--- src/rtl/down_counter_timer.sv ---
// Loadable down counter / interval timer with one-shot or periodic reload.
// Counts down once per clock to zero, pulses tc on the 1->0 step, then stops or reloads.
module down_counter_timer #(
    parameter int WIDTH       = 4,
    parameter bit AUTO_RELOAD = 1'b0
) (
    input  logic             clock,
    input  logic             reset,
    input  logic             load,
    input  logic [WIDTH-1:0] load_val,
    input  logic             start,
    input  logic             stop,
    output logic [WIDTH-1:0] counter,
    output logic             busy,
    output logic             tc
);

    localparam logic [1:0] IDLE = 2'd0;
    localparam logic [1:0] RUN  = 2'd1;
    localparam logic [1:0] HOLD = 2'd2;

    localparam logic [WIDTH-1:0] ZERO = '0;
    localparam logic [WIDTH-1:0] ONE  = WIDTH'(1);

    logic [1:0]       state;
    logic [1:0]       state_next;
    logic [WIDTH-1:0] counter_next;
    logic [WIDTH-1:0] reload_reg;
    logic [WIDTH-1:0] reload_next;
    logic             tc_next;

    // Command priority is load > stop > start; tc defaults low so it is a single-cycle pulse.
    always_comb begin
        state_next   = state;
        counter_next = counter;
        reload_next  = reload_reg;
        tc_next      = 1'b0;
        if (load) begin
            counter_next = load_val;
            reload_next  = load_val;
            state_next   = IDLE;
        end else begin
            case (state)
                IDLE: begin
                    if (start && !stop && (counter != ZERO)) begin
                        state_next = RUN;
                    end
                end
                RUN: begin
                    if (stop) begin
                        state_next = HOLD;
                    end else if (counter > ONE) begin
                        counter_next = counter - ONE;
                    end else if (counter == ONE) begin
                        counter_next = ZERO;
                        tc_next      = 1'b1;
                    end else if (AUTO_RELOAD && (reload_reg != ZERO)) begin
                        counter_next = reload_reg;
                    end else begin
                        state_next = IDLE;
                    end
                end
                HOLD: begin
                    if (start && !stop) begin
                        state_next = RUN;
                    end
                end
                default: begin
                    state_next = IDLE;
                end
            endcase
        end
    end

    // busy is registered alongside state so it never glitches off the decode.
    always_ff @(posedge clock or negedge reset) begin
        if (!reset) begin
            state      <= IDLE;
            counter    <= ZERO;
            reload_reg <= ZERO;
            tc         <= 1'b0;
            busy       <= 1'b0;
        end else begin
            state      <= state_next;
            counter    <= counter_next;
            reload_reg <= reload_next;
            tc         <= tc_next;
            busy       <= (state_next != IDLE);
        end
    end

endmodule

--- config.mk ---
export PLATFORM = sky130hd
export DESIGN_NAME = down_counter_timer
export DESIGN_NICKNAME = d
export VERILOG_FILES = /design/src/rtl/down_counter_timer.sv
export SDC_FILE = /design/constraint.sdc
export NUM_CORES = 1
export LEC_CHECK = 0
export BUFFER_PORTS_ARGS = -buffer_cell sky130_fd_sc_hd__buf_4
export CAP_MARGIN = 40
export CORE_AREA = 5 5 42 44
export CTS_CLUSTER_DIAMETER = 150
export DETAILED_ROUTE_END_ITERATION = 12
export DIE_AREA = 0 0 47 49
export HOLD_SLACK_MARGIN = 0.12
export PLACE_DENSITY = 0.64
export SLEW_MARGIN = 10
export SYNTH_ARGS = -nofsm -noshare
export SYNTH_HDL_FRONTEND = slang
export SYNTH_SLANG_ARGS = --single-unit
--- constraint.sdc ---
create_clock -name clock -period 5 [get_ports clock]
set_clock_uncertainty 0.05 [all_clocks]
set_input_delay 1 -clock clock [delete_from_list [all_inputs] [get_ports clock]]
set_output_delay 1 -clock clock [all_outputs]
set_load 0.02 [all_outputs]
==> out/metrics.csv <==
stage,metric,value,unit
outcome,status,"complete, no violations",
synth,synth_nets,59,
worst_setup_path,reg2regPathDepth,5,
placed_design,place_ws,2891,ps
timing,setup_ws,3032,ps
clock_network,postCtsSetupBuffers,0,
synth,synth-seq-area-share,41.88,%
worst_setup_path,rr_endpoint,counter[3],
worst_setup_path,slowest_stage,dfrtp_1,
floorplan,fp.coreArea,0.001401,mm2
timing,slew_viol_final,0,
worst_setup_path,cp_num_cells,1,
synth,synth_area_per_cell,10.17,um2
worst_setup_path,r2r_slack,3230,ps
floorplan,rows,14,
timing,finalHoldViolCount,0,
layout,instances_no_fill,79,
global_route,grt_pass1_vias,434,
power,total_leakage_power,0.2798,nW
global_route,grt_usage,11.27,%
layout,synthToLayoutAreaGrowth,30.10,%
worst_setup_path,cp.required,3950,ps
worst_setup_path,critPathLaunchType,flip-flop,
timing,max_freq,0.5081,GHz
floorplan,ios,15,
global_route,use_met1,15.25,%
route,ant_nets,0,
layout,nets,77,
placed_design,place_hpwl,839.5,um
layout,antenna_cells,0,
placed_design,place_area,599.3,um2
route,vias,414,
placed_design,gp_congestion,0.8498,
layout,drive_gt1_share,30.16,%
synth,syn_inst,47,
layout,design_area,621.8,um2
global_route,gr-total-overflow,0,
power,ir_worst_vdd,126.4,uV
synth,syn_area,478.0,um2
synth,post-synth-top-area-cell,dfrtp_1,
layout,final_util,44.38,%
route,firstDrtPassIters,2,
floorplan,die_h,49,um
floorplan,die_w,47,um
clock_network,clk_pin_slew,50,ps
power,powerDensity,264.3,mW/mm2
timing,tightest_slew,476.4,ps
timing,setup_violations,0,
worst_setup_path,path_cells,buf_4,
route,drt_wl_total,1071,um
route,drc_errors,0,
timing,rsz0062_at_grt,no,
worst_setup_path,crit_start,counter[2],
synth,synthTopCellsByArea,"dfrtp_1, ha_1, nor2b_1, nor4b_1, o21ai_0",
clock_network,numCtsBuffers,3,
clock_network,clock-sinks,8,
timing,min_period,1968,ps
route,via_per_inst,5.241,
clock_network,ctsResizeCount,0,
worst_setup_path,crit_path_end_kind,primary output,
worst_hold_path,hp-class,in2async,
floorplan,dieArea,0.002303,mm2
synth,synth_top_cell_area_share,41.88,%
worst_setup_path,cp.arrival,920,ps
worst_setup_path,critPathKind,reg2out,
clock_network,h-tree-depth,1,
route,wl_per_cell,13.56,um
global_route,top_usage_layer,met1,
synth,synth-seq-cells,8,
clock_network,clockBufferDepth,2,
timing,finalCritPeriodShare,39.36,%
global_route,grt.met2_usage,14.93,%
clock_network,clockRootBuffer,clkbuf_4,
route,drtIter0Drc,6,
worst_setup_path,max_stage_delay,470,ps
global_route,antenna_found_initial,0,
worst_setup_path,path_max_fanout,8,
global_route,use_met3,3.690,%
timing,slew_headroom,67.80,%
run,drv_cap,0,
floorplan,start_util,34.11,%
synth,yosysWarnings,0,
worst_setup_path,reg2reg_from,counter[0],
placed_design,dp.cells,76,
clock_network,cts_tree,built,
placed_design,numPortBuffers,14,
global_route,grt_max_degree,13,
timing,fin_tns_setup,0,ps
clock_network,cts-hold-fix-buffers,0,
synth,synth.distinct_cells,25,
worst_setup_path,cp_num_buf_inv,1,
global_route,grt_pass1_wl,1904,um
clock_network,insertion_delay,250,ps
worst_setup_path,cp_top_family,flip-flops,
worst max path at each step:
stage | end | slack [ps]
2_1_floorplan | counter[3] | 3070
3_3_place_gp | counter[3] | 2900
3_5_place_dp | counter[3] | 2890
4_1_cts | counter[2] | 3020
5_1_grt | counter[2] | 2960
6_report | counter[2] | 3030
cell usage in the layout (no fill, tap or decap):
| cell type | count |
|---|---|
| buf_4 | 14 |
| dfrtp_1 | 8 |
| nor2_1 | 4 |
| nor2b_1 | 3 |
| nand2_1 | 3 |
| o21ai_0 | 3 |
| ha_1 | 3 |
| clkbuf_4 | 3 |
| inv_1 | 2 |
| nor4b_1 | 2 |
| nand3b_1 | 2 |
| and3_1 | 2 |
| nand2b_1 | 1 |
| or3b_1 | 1 |
| o32a_1 | 1 |
| a21oi_1 | 1 |
| a31oi_1 | 1 |
| nor4b_2 | 1 |
| nor4bb_1 | 1 |
| mux2i_1 | 1 |
| or4_1 | 1 |
| o31a_1 | 1 |
| a211oi_2 | 1 |
| o31ai_1 | 1 |
| o221ai_1 | 1 |
| o211ai_1 | 1 |
flip-flops by register name, summed over array words and instances (netlist names):
signal,flops
tc,1
counter,4
state,2
busy,1
cell type report:
class,instances,area [um2]
Fill cell,161,779.5
Multi-Input combinational cell,36,266.5
Sequential cell,8,200.2
Timing Repair Buffer,14,105.1
Clock buffer,3,22.52
Tap cell,16,20.02
Inverter,2,7.507
synth_stat cells:
master    instances
nand2_1           3
a31oi_1           1
or4_1             1
o221ai_1          1
o32a_1            1
mux2i_1           1
and3_1            2
or3b_1            1
nor2_1            4
o21ai_0           3
ha_1              3
a21oi_1           1
clkbuf_1          1
dfrtp_1           8
inv_1             2
nor4b_1           2
nand2b_1          1
nor4b_2           1
nor4bb_1          1
nor2b_1           3
o211ai_1          1
o31a_1            1
o31ai_1           1
nand3b_1          2
a211oi_2          1
logic make-up after synthesis:
logic type / Yosys count / synth area share (%)
and+or+nand+nor: 21 / 28.80
AOI/OAI and AO/OA: 11 / 17.02
DFF: 8 / 41.88
buffers and inverters: 3 / 2.356
adders and majority gates: 3 / 7.854
muxes: 1 / 2.094
metal layers:
layer / up-vias / part of all wire [%]
li1: 208 / -
met1: 188 / 44
met5: - / 0
met3: 5 / 8.3
met2: 13 / 45
met4: 0 / 2.5
power breakdown:
part | switching [mW] | internal [mW] | leakage, nW | total, mW
clock | 0.0211 | 0.0274 | 0.0138 | 0.0485
combinational | 0.0202 | 0.0196 | 0.164 | 0.0398
sequential | 0.00649 | 0.0696 | 0.102 | 0.0761
metrics by stage:
stage	hold WS, ps	total power [mW]
global route	503.1	0.1761
global placement	531.5	0.1172
finish	502.2	0.1644
detailed placement	548.7	0.1176
CTS	501.3	0.1677
floorplan	540.5	0.09923
Note: power is estimated with default switching activity, not from simulation.
